[src/rtl/program_loader_if.sv]
// Byte-stream input and control-unit programmer port of the program loader.
// master = loader side, slave = UART receiver / control unit side.
interface program_loader_if #(
  parameter int MEMORY_ADDRESS_WIDTH = 4,
  parameter int REGISTER_WIDTH       = 4
) ();
  logic                            rx_valid_i;
  logic [7:0]                      rx_data_i;
  logic                            p_active_i;
  logic                            p_programm_o;
  logic                            p_write_en_mem_o;
  logic [MEMORY_ADDRESS_WIDTH-1:0] p_address_o;
  logic [REGISTER_WIDTH-1:0]       p_data_o;

  modport master (
    input  rx_valid_i, rx_data_i, p_active_i,
    output p_programm_o, p_write_en_mem_o, p_address_o, p_data_o
  );

  modport slave (
    output rx_valid_i, rx_data_i, p_active_i,
    input  p_programm_o, p_write_en_mem_o, p_address_o, p_data_o
  );
endinterface

[src/rtl/program_loader.sv]
// Parses SYNC/count/records/checksum frames and writes nibble records through the control unit.
// Latency: write strobe one cycle after a pending record meets p_active_i; records wait while inactive.
module program_loader #(
  parameter int          MEMORY_ADDRESS_WIDTH = 4,
  parameter int          REGISTER_WIDTH       = 4,
  parameter logic [7:0]  SYNC_BYTE            = 8'hA5
) (
  input  logic              clk_i,
  input  logic              reset_n_i,
  program_loader_if.master  bus,
  output logic              busy_o,
  output logic              done_o,
  output logic              error_o
);
  localparam logic [2:0] ST_IDLE    = 3'd0;
  localparam logic [2:0] ST_COUNT   = 3'd1;
  localparam logic [2:0] ST_RECORD  = 3'd2;
  localparam logic [2:0] ST_CHECK   = 3'd3;
  localparam logic [2:0] ST_RELEASE = 3'd4;

  localparam int         CW        = MEMORY_ADDRESS_WIDTH + 1;
  localparam logic [8:0] MAX_COUNT = 9'(2 ** MEMORY_ADDRESS_WIDTH);

  logic [2:0]    state;
  logic          pend_vld;
  logic [7:0]    pend_dat;
  logic [CW-1:0] remaining;
  logic [7:0]    checksum;
  logic          chk_seen;

  logic drain;
  logic rx_rec;
  logic rec_load;

  assign drain    = pend_vld & bus.p_active_i;
  assign rx_rec   = bus.rx_valid_i && (state == ST_RECORD) && (remaining != '0);
  // A draining entry frees the slot in the same cycle, so a simultaneous byte is not an overrun.
  assign rec_load = rx_rec && (!pend_vld || drain);
  assign busy_o   = (state != ST_IDLE);

  always_ff @(posedge clk_i or negedge reset_n_i) begin
    if (!reset_n_i) begin
      state                <= ST_IDLE;
      pend_vld             <= 1'b0;
      pend_dat             <= '0;
      remaining            <= '0;
      checksum             <= '0;
      chk_seen             <= 1'b0;
      done_o               <= 1'b0;
      error_o              <= 1'b0;
      bus.p_programm_o     <= 1'b0;
      bus.p_write_en_mem_o <= 1'b0;
      bus.p_address_o      <= '0;
      bus.p_data_o         <= '0;
    end else begin
      done_o               <= 1'b0;
      bus.p_write_en_mem_o <= drain;
      if (drain) begin
        bus.p_address_o <= pend_dat[7 -: MEMORY_ADDRESS_WIDTH];
        bus.p_data_o    <= pend_dat[REGISTER_WIDTH-1:0];
      end

      if (rec_load) begin
        pend_vld <= 1'b1;
        pend_dat <= bus.rx_data_i;
      end else if (drain) begin
        pend_vld <= 1'b0;
      end

      case (state)
        ST_IDLE: begin
          if (bus.rx_valid_i && bus.rx_data_i == SYNC_BYTE) begin
            state    <= ST_COUNT;
            error_o  <= 1'b0;
            checksum <= '0;
          end
        end
        ST_COUNT: begin
          if (bus.rx_valid_i) begin
            if (bus.rx_data_i == 8'd0 || {1'b0, bus.rx_data_i} > MAX_COUNT) begin
              error_o <= 1'b1;
              done_o  <= 1'b1;
              state   <= ST_IDLE;
            end else begin
              remaining        <= bus.rx_data_i[CW-1:0];
              bus.p_programm_o <= 1'b1;
              state            <= ST_RECORD;
            end
          end
        end
        ST_RECORD: begin
          if (bus.rx_valid_i) begin
            if (remaining != '0) begin
              checksum  <= checksum ^ bus.rx_data_i;
              remaining <= remaining - CW'(1);
              if (!rec_load) error_o <= 1'b1;
            end else begin
              // All records counted but the last write is still queued: this is the checksum.
              if (bus.rx_data_i != checksum) error_o <= 1'b1;
              chk_seen <= 1'b1;
              state    <= ST_CHECK;
            end
          end else if (remaining == '0 && !pend_vld) begin
            state <= ST_CHECK;
          end
        end
        ST_CHECK: begin
          if (!chk_seen && bus.rx_valid_i && bus.rx_data_i != checksum) error_o <= 1'b1;
          // Programming mode is held until the final queued record has been written.
          if (chk_seen || bus.rx_valid_i) begin
            if (!pend_vld) begin
              bus.p_programm_o <= 1'b0;
              chk_seen         <= 1'b0;
              state            <= ST_RELEASE;
            end else begin
              chk_seen <= 1'b1;
            end
          end
        end
        ST_RELEASE: begin
          if (!bus.p_active_i) begin
            done_o <= 1'b1;
            state  <= ST_IDLE;
          end
        end
        default: state <= ST_IDLE;
      endcase
    end
  end
endmodule

[src/flat_wrapper.sv]
// flat-port wrapper written by rule: the top's interface ports become plain ports
module program_loader_flat 
#(
  parameter int          MEMORY_ADDRESS_WIDTH = 4,
  parameter int          REGISTER_WIDTH       = 4,
  parameter logic [7:0]  SYNC_BYTE            = 8'hA5
)
  (clk_i, reset_n_i, busy_o, done_o, error_o, bus_rx_valid_i, bus_rx_data_i, bus_p_active_i, bus_p_programm_o, bus_p_write_en_mem_o, bus_p_address_o, bus_p_data_o);
  program_loader_if #(.MEMORY_ADDRESS_WIDTH(MEMORY_ADDRESS_WIDTH), .REGISTER_WIDTH(REGISTER_WIDTH)) bus_i ();
  input  logic clk_i;
  input  logic reset_n_i;
  output logic busy_o;
  output logic done_o;
  output logic error_o;
  input wire logic [$bits(bus_i.rx_valid_i)-1:0] bus_rx_valid_i;
  input wire logic [$bits(bus_i.rx_data_i)-1:0] bus_rx_data_i;
  input wire logic [$bits(bus_i.p_active_i)-1:0] bus_p_active_i;
  output wire logic [$bits(bus_i.p_programm_o)-1:0] bus_p_programm_o;
  output wire logic [$bits(bus_i.p_write_en_mem_o)-1:0] bus_p_write_en_mem_o;
  output wire logic [$bits(bus_i.p_address_o)-1:0] bus_p_address_o;
  output wire logic [$bits(bus_i.p_data_o)-1:0] bus_p_data_o;
  assign bus_i.rx_valid_i = bus_rx_valid_i;
  assign bus_i.rx_data_i = bus_rx_data_i;
  assign bus_i.p_active_i = bus_p_active_i;
  assign bus_p_programm_o = bus_i.p_programm_o;
  assign bus_p_write_en_mem_o = bus_i.p_write_en_mem_o;
  assign bus_p_address_o = bus_i.p_address_o;
  assign bus_p_data_o = bus_i.p_data_o;
  program_loader #(.MEMORY_ADDRESS_WIDTH(MEMORY_ADDRESS_WIDTH), .REGISTER_WIDTH(REGISTER_WIDTH), .SYNC_BYTE(SYNC_BYTE)) u_core (.clk_i(clk_i), .reset_n_i(reset_n_i), .bus(bus_i), .busy_o(busy_o), .done_o(done_o), .error_o(error_o));
endmodule
[config.mk]
export PLATFORM = sky130hd
export DESIGN_NAME = program_loader_flat
export DESIGN_NICKNAME = d
export VERILOG_FILES = /design/src/rtl/program_loader_if.sv /design/src/rtl/program_loader.sv /design/src/flat_wrapper.sv
export SDC_FILE = /design/constraint.sdc
export NUM_CORES = 1
export LEC_CHECK = 0
export CORE_MARGIN = 1
export CORE_UTILIZATION = 55
export CTS_CLUSTER_DIAMETER = 100
export DETAILED_ROUTE_END_ITERATION = 16
export DONT_BUFFER_PORTS = 1
export PLACE_DENSITY_LB_ADDON = 0.05
export SETUP_SLACK_MARGIN = 0.1
export SYNTH_ARGS = -nofsm -noshare
export SYNTH_HDL_FRONTEND = slang
export SYNTH_SLANG_ARGS = --single-unit
[constraint.sdc]
create_clock -name clk_i -period 6.5 [get_ports clk_i]
set_clock_uncertainty 0.1 [all_clocks]
set_input_delay 1.3 -clock clk_i [delete_from_list [all_inputs] [get_ports clk_i]]
set_output_delay 1.3 -clock clk_i [all_outputs]
set_load 0.03 [all_outputs]
==> results.ini, run 1 <==
[status]
status = finished clean

[clocking]
cts_root_buffer = clkbuf_8
clock_latency_ps = 290
cts_sinks = 38
cts_tree = yes
clkTransAtPathRegs_ps = 80
post-cts-setup-buffers = 0
hold_buffers = 0
cts.path.max_buffers = 2
cts_made_buffers = 5
cts-resized-gates = 0
cts_htree_levels = 2

[sta]
period_share = 0.4318
relSlewSlack = 0.5484
worst_slack_ps = 3693
finalMaxSlewViolations = 0
rsz0062_at_grt = false
setup_tns_ps = 0
worst_pin_slew_ps = 674.2
fmax_mhz = 356.3
finalHoldViolCount = 0
min_period_ps = 2807
setup_viol = 0

[floorplan]
die_area_um2 = 3989
die_h_um = 63.16
start_util = 0.5931
num_rows = 21
ios = 25
core_um2 = 3468
chipWidth_um = 63.16

[logic_synthesis]
synthesis.area_um2 = 2057
synth-simple-area-share = 0.1928
synth_cell_types = 46
synth_edf_count = 0
synth_seq_area_share = 0.4623
yosys-top-cells-area = dfrtp_1 (46%), mux2_2 (9.3%), o21ai_0 (6.1%)
synth_top_area_share = 0.4623
synthXorXnorAreaFrac = 0.03406
synthMuxAreaShare = 0.1089
syn_area_per_cell_um2 = 10.28
synthAdderAreaFrac = 0.006083
synth_ff_type = dfrtp_1
syn_nets = 213
yosys_register_bits = 38
synth-compound-area-share = 0.1369
async_flop_share = 1.000
synth_top_family_by_area = simple AND/OR/NAND/NOR gates
synth_area_leader_cell = dfrtp_1
ys_warn_count = 0
syn_inst = 200

[setup_path]
cp.arrival_ps = 1410
path_cells = or3_1
crit_path_start_kind = flip-flop
required_ps = 5100
path_buf_inv = 0
slowest_stage = or3_1
crit_type = flip-flop to output port
cp_top_family = simple AND/OR/NAND/NOR gates
crit_path_max_fanout = 14
cp-end-kind = output port
r2r_setup_slack_ps = 4140
critPathMaxStageDelay_ps = 560

[grt]
grt_max_degree = 39
grt_overflow = 0
antenna_found_initial = 0
track_usage = 0.2258
grt_pass1_vias = 1422
grt_pass1_wl_mm = 6.955

[job]
maxCapViolCount = 0

[final_layout]
instances_no_fill = 242
nFillCells = 312
drive_gt1_frac = 0.1888
area_delta_synth_final_pct = 3.893
n_antenna_cell = 0
nNetsFinal = 208

[routing]
drc = 0
ant_nets = 0
routed_wl_mm = 3.952
dr.pass1.iters = 4
wire_per_inst_um = 16.33
avgViaCountPerCell = 6.045
vias = 1463
first_iter_violations = 98

[placement]
io_buffer_count = 0
pre_cts_slack_ps = 3553
post-dp-hpwl_mm = 2.807
place_inst = 234
place_congestion = 0.7742

[power]
p_leak_nw = 0.9471
ir_drop_uv = 194.3
pwr_density_cell_nw_per_um2 = 350.4
fin_total_pwr_w = 0.0007489

[worst_hold_path]
hp-class = flip-flop to flip-flop

## registers in the layout, indices dropped and copies added, names as in the netlist
signal / flops
u_core.checksum: 8
u_core.pend_vld: 1
u_core.chk_seen: 1
u_core.bus.p_data_o: 4
u_core.state: 3
u_core.done_o: 1
u_core.bus.p_write_en_mem_o: 1
u_core.pend_dat: 8
u_core.bus.p_address_o: 4
u_core.bus.p_programm_o: 1
u_core.remaining: 5
u_core.error_o: 1
## worst register-to-register path, stage by stage, from the launching register on
cell	delay, ps
dfrtp_1	410
inv_1	70
ha_1	230
nor4b_4	380
nor2_4	160
nand2_8	150
o311ai_4	90
nor4_2	300
mux2_1	350
## cell usage in the layout, fill, tap and decap left out, types with 2 or more instances in the layout
cell type / instances
dfrtp_1: 38
o21ai_0: 25
nor2_1: 21
mux2_2: 17
nand2_1: 17
inv_1: 8
xor2_1: 8
a21oi_1: 7
clkbuf_8: 5
a31oi_1: 4
nand3_1: 4
nor4_1: 3
nor3_1: 3
nor4_2: 2
or2b_2: 2
nor2b_1: 2
o211ai_1: 2
mux2_1: 2
clkinvlp_4: 2
## cell type report
class                   instances  area [µm²]  area share
well taps                      46       57.56     0.02693
inverters                       8       30.03     0.01405
multi-input cells             142       984.7      0.4608
clock buffers                   5       68.82     0.03220
clock inverters                 3       45.04     0.02108
flip-flops and latches         38       950.9      0.4450
## final timing paths
check | startpoint | to | depth (start not counted)
worst max-delay path | u_core.state[0]$_DFFE_PN0P_ | busy_o | 1
worst min-delay path | u_core.checksum[2]$_DFFE_PN0P_ | u_core.checksum[2]$_DFFE_PN0P_ | 1
worst max register to register | u_core.remaining[0]$_DFFE_PN0P_ | u_core.error_o$_DFFE_PN0P_ | 8
worst min register to register | u_core.checksum[2]$_DFFE_PN0P_ | u_core.checksum[2]$_DFFE_PN0P_ | 1
max in group asynchronous | reset_n_i | u_core.checksum[2]$_DFFE_PN0P_ | 0
min in group asynchronous | reset_n_i | u_core.pend_dat[5]$_DFFE_PN0P_ | 0
## logic make-up (layout without fill, tap and decap cells)
kind of cell,after synthesis,in the layout
adders and majority gates,1,1
muxes,20,20
xor gates and xnor gates,8,8
DFF,38,38
buffers and inverters,20,16
AOI/OAI and AO/OA,46,46
and+or+nand+nor,67,67
## synth_stat cells (2+ instances only)
master,n
clkbuf_2,2
dfrtp_1,38
a31oi_1,4
o211ai_1,2
clkbuf_8,2
nor2b_1,2
nor4_1,3
clkbuf_1,3
mux2_2,17
nand3_1,4
inv_1,8
buf_4,2
nand2_1,17
nor4_2,2
mux2_1,2
xor2_1,8
buf_6,2
a21oi_1,7
o21ai_0,25
or2b_2,2
nor3_1,3
nor2_1,21
## report_power, final
part	leakage, nW	switching, W	internal, W	total (W)
combinational	0.396	0.0000713	0.0000819	0.000153
sequential	0.501	0.0000861	0.000308	0.000394
clock	0.0504	0.0000871	0.000114	0.000201
## through the flow
step                utilization  cell area (µm²)  hold WS (ps)
CTS                      0.6162             2137         408.5
detailed placement       0.5833             2023         395.0
global placement         0.5833             2023         387.2
finish                   0.6162             2137         407.2
global route             0.6162             2137         428.1
floorplan                     -             2057         369.7
## routing by layer
metal / global-route usage / routed length, µm / vias up / part of all wire
met3: 0.07246 / 202 / 8 / 0.051
met1: 0.2969 / 1832 / 729 / 0.46
met2: 0.3481 / 1859 / 36 / 0.47
li1: - / - / 690 / -
met4: 0.07849 / 58 / 0 / 0.015
met5: 0 / 0 / - / 0
Note: power is estimated with default switching activity, not from simulation.
==> run 2: changes to the inputs <==
==> constraint.sdc (replaced) <==
create_clock -name clk_i -period 2.4 [get_ports clk_i]
set_clock_uncertainty 0.1 [all_clocks]
set_input_delay 0.48 -clock clk_i [delete_from_list [all_inputs] [get_ports clk_i]]
set_output_delay 0.48 -clock clk_i [all_outputs]
set_load 0.03 [all_outputs]
==> run 2 against run 1 <==
Effect of this change: largest power group unchanged; flip-flop and latch count unchanged; worst setup slack got worse by 3400 ps; worst hold slack worse by 180 ps; critical endpoint is now u_core.error_o$_DFFE_PN0P_.
==> results.ini, run 2 (synthesis gave the netlist of run 1 again) <==
[final_layout]
drive_gt1_frac = 0.2178
reg.largest.list = u_core.checksum (8), u_core.pend_dat (8), u_core.remaining (5)
nFillCells = 299
final_cell_mix = dfrtp_1 (38), o21ai_0 (25), nor2_1 (21)
nNetsFinal = 214
multiInputGateArea_um2 = 998.5
final_common_cell = dfrtp_1
n_antenna_cell = 0
area_delta_synth_final_pct = 6.569
seq_area_um2 = 950.9

[routing]
routed_wl_mm = 4.226
ant_nets = 0
drc = 0
vias = 1504
avgViaCountPerCell = 6.065
first_iter_violations = 108
wire_per_inst_um = 17.04
dr.pass1.iters = 5

[sta]
min_period_ps = 2135
worst_pin_slew_ps = 485.5
setup_tns_ps = 0
finalHoldViolCount = 0
fmax_mhz = 468.5
relSlewSlack = 0.6756
finalMaxSlewViolations = 0
period_share = 0.8894
setup_viol = 0
rsz0062_at_grt = false

[setup_path]
required_ps = 2480
crit_path_max_fanout = 9
crit_type = flip-flop to flip-flop
cp-end-kind = flip-flop
crit_path_start_kind = flip-flop
cp.arrival_ps = 2210

[grt]
grt_overflow = 0
grt_pass1_wl_mm = 7.355
track_usage = 0.2395
grt_max_degree = 39
grt_pass1_vias = 1501
antenna_found_initial = 0

[floorplan]
die_h_um = 63.16
core_um2 = 3468
num_rows = 21
chipWidth_um = 63.16
start_util = 0.5931
ios = 25
die_area_um2 = 3989

[status]
status = finished clean

[clocking]
cts_tree = yes
clock_latency_ps = 290
cts_root_buffer = clkbuf_8
cts_sinks = 38
cts_made_buffers = 5
cts_htree_levels = 2
clkTransAtPathRegs_ps = 70
cts.path.max_buffers = 2

[placement]
place_congestion = 0.7976
io_buffer_count = 0
post-dp-hpwl_mm = 2.913

[power]
ir_drop_uv = 552.0
fin_total_pwr_w = 0.001982
pwr_density_cell_nw_per_um2 = 904.2
p_leak_nw = 0.9856

[job]
maxCapViolCount = 0

[worst_hold_path]
hp-class = input pin to flip-flop

==> run 2: critical path, cell delays in order, from the launching register on <==
cell and delay [ps]:
dfrtp_1 400, inv_1 70, ha_2 210, nor4b_4 290, nor2_4 90, nand2_8 120
o311ai_4 90, nor4_2 300, mux2_1 350
==> run 2: path summary, 6_finish.rpt <==
check / end / startpoint / cells past startpoint / slack [ps]
min in group asynchronous: u_core.bus.p_data_o[0]$_DFFE_PN0P_ / reset_n_i / 2 / 550
max reg2reg: u_core.error_o$_DFFE_PN0P_ / u_core.remaining[0]$_DFFE_PN0P_ / 8 / 270
min reg2reg: u_core.pend_dat[4]$_DFFE_PN0P_ / u_core.pend_dat[4]$_DFFE_PN0P_ / 1 / 410
min: u_core.checksum[5]$_DFFE_PN0P_ / bus_rx_data_i[5] / 2 / 220
max: u_core.error_o$_DFFE_PN0P_ / u_core.remaining[0]$_DFFE_PN0P_ / 8 / 270
max in group asynchronous: u_core.checksum[3]$_DFFE_PN0P_ / reset_n_i / 2 / 1450
==> run 2: per-layer routing <==
layer / GRT usage / part of all wire / vias to the layer above
met4: 0.08140 / 0.014 / 0
li1: - / - / 701
met3: 0.08152 / 0.066 / 5
met5: 0 / 0 / -
met2: 0.3629 / 0.47 / 51
met1: 0.3178 / 0.45 / 747
==> run 2: timing repair <==
action / 4_1_cts / 5_1_grt
gates resized for setup: 0 / 3
hold buffers: 2 / 0
hold endpoints to repair: 38 / 0
endpoints found under the setup margin: 0 / 10
buffers inserted: 0 / 1
==> run 2: final cells by class <==
class / instances / area share
Inverter: 8 / 0.01370
Tap cell: 46 / 0.02626
Multi-Input combinational cell: 142 / 0.4555
Clock buffer: 6 / 0.03767
Clock inverter: 2 / 0.005708
Timing Repair Buffer: 6 / 0.02740
Sequential cell: 38 / 0.4338
==> run 2: per-stage QoR <==
step / hold WS [ps] / worst slack (ps) / cells / util / area (µm²)
floorplan: 84.41 / 196.7 / 200 / - / 2057
CTS: 220.4 / 177.4 / 247 / 0.6259 / 2171
finish: 224.2 / 265.4 / 248 / 0.6320 / 2192
global placement: 85.13 / 265.9 / 237 / 0.5898 / 2046
detailed placement: 85.15 / 180.0 / 237 / 0.5898 / 2046
global route: 220.2 / 140.9 / 248 / 0.6320 / 2192
==> run 2: power breakdown <==
part	leakage (nW)	internal [W]	total (W)	switching, W
clock	0.0472	0.000231	0.000457	0.000227
combinational	0.437	0.000245	0.000468	0.000224
sequential	0.501	0.000835	0.00106	0.000221
==> run 3: changes to the inputs <==
--- a/config.mk
+++ b/config.mk
@@ -5,13 +5,14 @@
 export SDC_FILE = /design/constraint.sdc
 export NUM_CORES = 1
 export LEC_CHECK = 0
+export CAP_MARGIN = 20
 export CORE_MARGIN = 1
 export CORE_UTILIZATION = 55
 export CTS_CLUSTER_DIAMETER = 100
 export DETAILED_ROUTE_END_ITERATION = 16
 export DONT_BUFFER_PORTS = 1
 export PLACE_DENSITY_LB_ADDON = 0.05
-export SETUP_SLACK_MARGIN = 0.1
+export SETUP_SLACK_MARGIN = 0.3
 export SYNTH_ARGS = -nofsm -noshare
 export SYNTH_HDL_FRONTEND = slang
 export SYNTH_SLANG_ARGS = --single-unit
==> run 3 against run 2 <==
Effect of this change: worst hold slack worse by 2.4 ps; combinational power up 6.6%; routed wire length up 0.14%; register-to-register slack better by 130 ps; via count down 1.5%.
==> results.ini, run 3 (synthesis gave the netlist of run 1 again) <==
[floorplan]
start_util = 0.5931
num_rows = 21
core_um2 = 3468
chipWidth_um = 63.16
die_area_um2 = 3989
die_h_um = 63.16
ios = 25

[clocking]
clock_latency_ps = 290
cts_made_buffers = 5
cts_root_buffer = clkbuf_8
cts.path.max_buffers = 2
cts_sinks = 38
clkTransAtPathRegs_ps = 70
cts_tree = yes
cts_htree_levels = 2

[power]
power_frac_clock = 0.295
switching_share = 0.3130
p_leak_nw = 1.031
p_int_w = 0.001516
p_sw_w = 0.0006906
combinationalPowerShare = 0.226
pwr_density_cell_nw_per_um2 = 968.4
seq_power_share = 0.479
ir_drop_uv = 570.7

[routing]
first_iter_violations = 96
routed_wl_mm = 4.232
ant_nets = 0
vias = 1481
avgViaCountPerCell = 5.924
dr.pass1.iters = 4
wire_per_inst_um = 16.93
drc = 0

[setup_path]
cp.arrival_ps = 2080
required_ps = 2470
crit_path_max_fanout = 8
crit_path_start_kind = flip-flop
cp-end-kind = flip-flop
crit_type = flip-flop to flip-flop

[final_layout]
fin_util = 0.6569
drive_gt1_frac = 0.2353
nFillCells = 282
area_delta_synth_final_pct = 10.77
reg.largest.list = u_core.checksum (8), u_core.pend_dat (8), u_core.remaining (5)
final_cell_mix = dfrtp_1 (38), o21ai_0 (24), nor2_1 (21)
final_common_cell = dfrtp_1
nNetsFinal = 216
n_antenna_cell = 0

[grt]
grt_pass1_wl_mm = 7.548
antenna_found_initial = 0
track_usage = 0.2447
grt_max_degree = 39
grt_pass1_vias = 1569
grt_overflow = 0

[worst_hold_path]
hp-class = input pin to flip-flop

[sta]
setup_viol = 0
min_period_ps = 2009
relSlewSlack = 0.7252
period_share = 0.8369
rsz0062_at_grt = true
worst_pin_slew_ps = 411.4
finalMaxSlewViolations = 0
finalHoldViolCount = 0
setup_tns_ps = 0
fmax_mhz = 497.9

[status]
status = finished clean

[placement]
post-dp-hpwl_mm = 2.876
place_congestion = 0.8134
io_buffer_count = 0

[job]
maxCapViolCount = 0

==> run 3: cell type report <==
| class | instances | area [µm²] | share of cell area |
|---|---|---|---|
| tap | 46 | 57.56 | 0.02526 |
| sequential | 38 | 950.9 | 0.4174 |
| clock buffer | 5 | 68.82 | 0.03020 |
| clock inverter | 3 | 68.82 | 0.03020 |
| inverter | 8 | 30.03 | 0.01318 |
| multi-input combinational | 142 | 1027 | 0.4509 |
| timing repair buffer | 8 | 75.07 | 0.03295 |
==> run 3: critical path: stages, from the launching register on <==
cell,delay [ps]
dfrtp_1,410
inv_2,80
ha_4,150
nor4b_4,270
buf_4,190
nor3_1,50
a31o_4,230
nand2_4,110
mux2_4,310
==> run 3: what timing repair did <==
item	CTS	global route
hold buffers	2	0
setup endpoints to repair	1	4
pin swaps	2	0
hold endpoints to repair	38	0
setup buffers	1	0
gates resized for setup	0	4
==> run 3: routing by layer <==
layer / vias to the layer above / global-route usage / share of wire
met5: - / 0 / 0
met4: 0 / 0.06686 / 0.0069
met3: 2 / 0.07971 / 0.067
met2: 56 / 0.3790 / 0.47
met1: 717 / 0.3260 / 0.45
li1: 706 / - / -
==> run 3: metrics by stage <==
step | cell area [µm²] | setup slack (ps) | std cells | power (W) | hold slack [ps]
floorplan | 2092 | 305.0 | 200 | 0.001420 | 84.41
global placement | 2093 | 305.0 | 239 | 0.001495 | 85.09
detailed placement | 2093 | 245.5 | 239 | 0.001521 | 85.16
CTS | 2268 | 346.6 | 250 | 0.002197 | 222.6
global route | 2278 | 280.2 | 250 | 0.002337 | 222.8
finish | 2278 | 391.4 | 250 | 0.002206 | 221.8
==> run 3: final timing paths <==
path,startpoint,endpoint,slack [ps],cells after the start
setup reg to reg,u_core.remaining[1]$_DFFE_PN0P_,u_core.remaining[1]$_DFFE_PN0P_,390,8
min in group asynchronous,reset_n_i,u_core.bus.p_data_o[3]$_DFFE_PN0P_,550,2
setup / recovery,u_core.remaining[1]$_DFFE_PN0P_,u_core.remaining[1]$_DFFE_PN0P_,390,8
max in group asynchronous,reset_n_i,u_core.pend_dat[7]$_DFFE_PN0P_,1440,2
hold reg to reg,u_core.checksum[0]$_DFFE_PN0P_,u_core.checksum[0]$_DFFE_PN0P_,400,1
hold / removal,bus_rx_data_i[0],u_core.remaining[0]$_DFFE_PN0P_,220,2
==> run 3: power by group through the flow <==
stage | Combinational, W | Sequential, W | Clock [W]
2_1_floorplan | 0.000398 | 0.00102 | 0
3_3_place_gp | 0.000440 | 0.00106 | 0
3_5_place_dp | 0.000458 | 0.00106 | 0
4_1_cts | 0.000481 | 0.00105 | 0.000665
5_1_grt | 0.000560 | 0.00108 | 0.000694
6_report | 0.000499 | 0.00106 | 0.000652
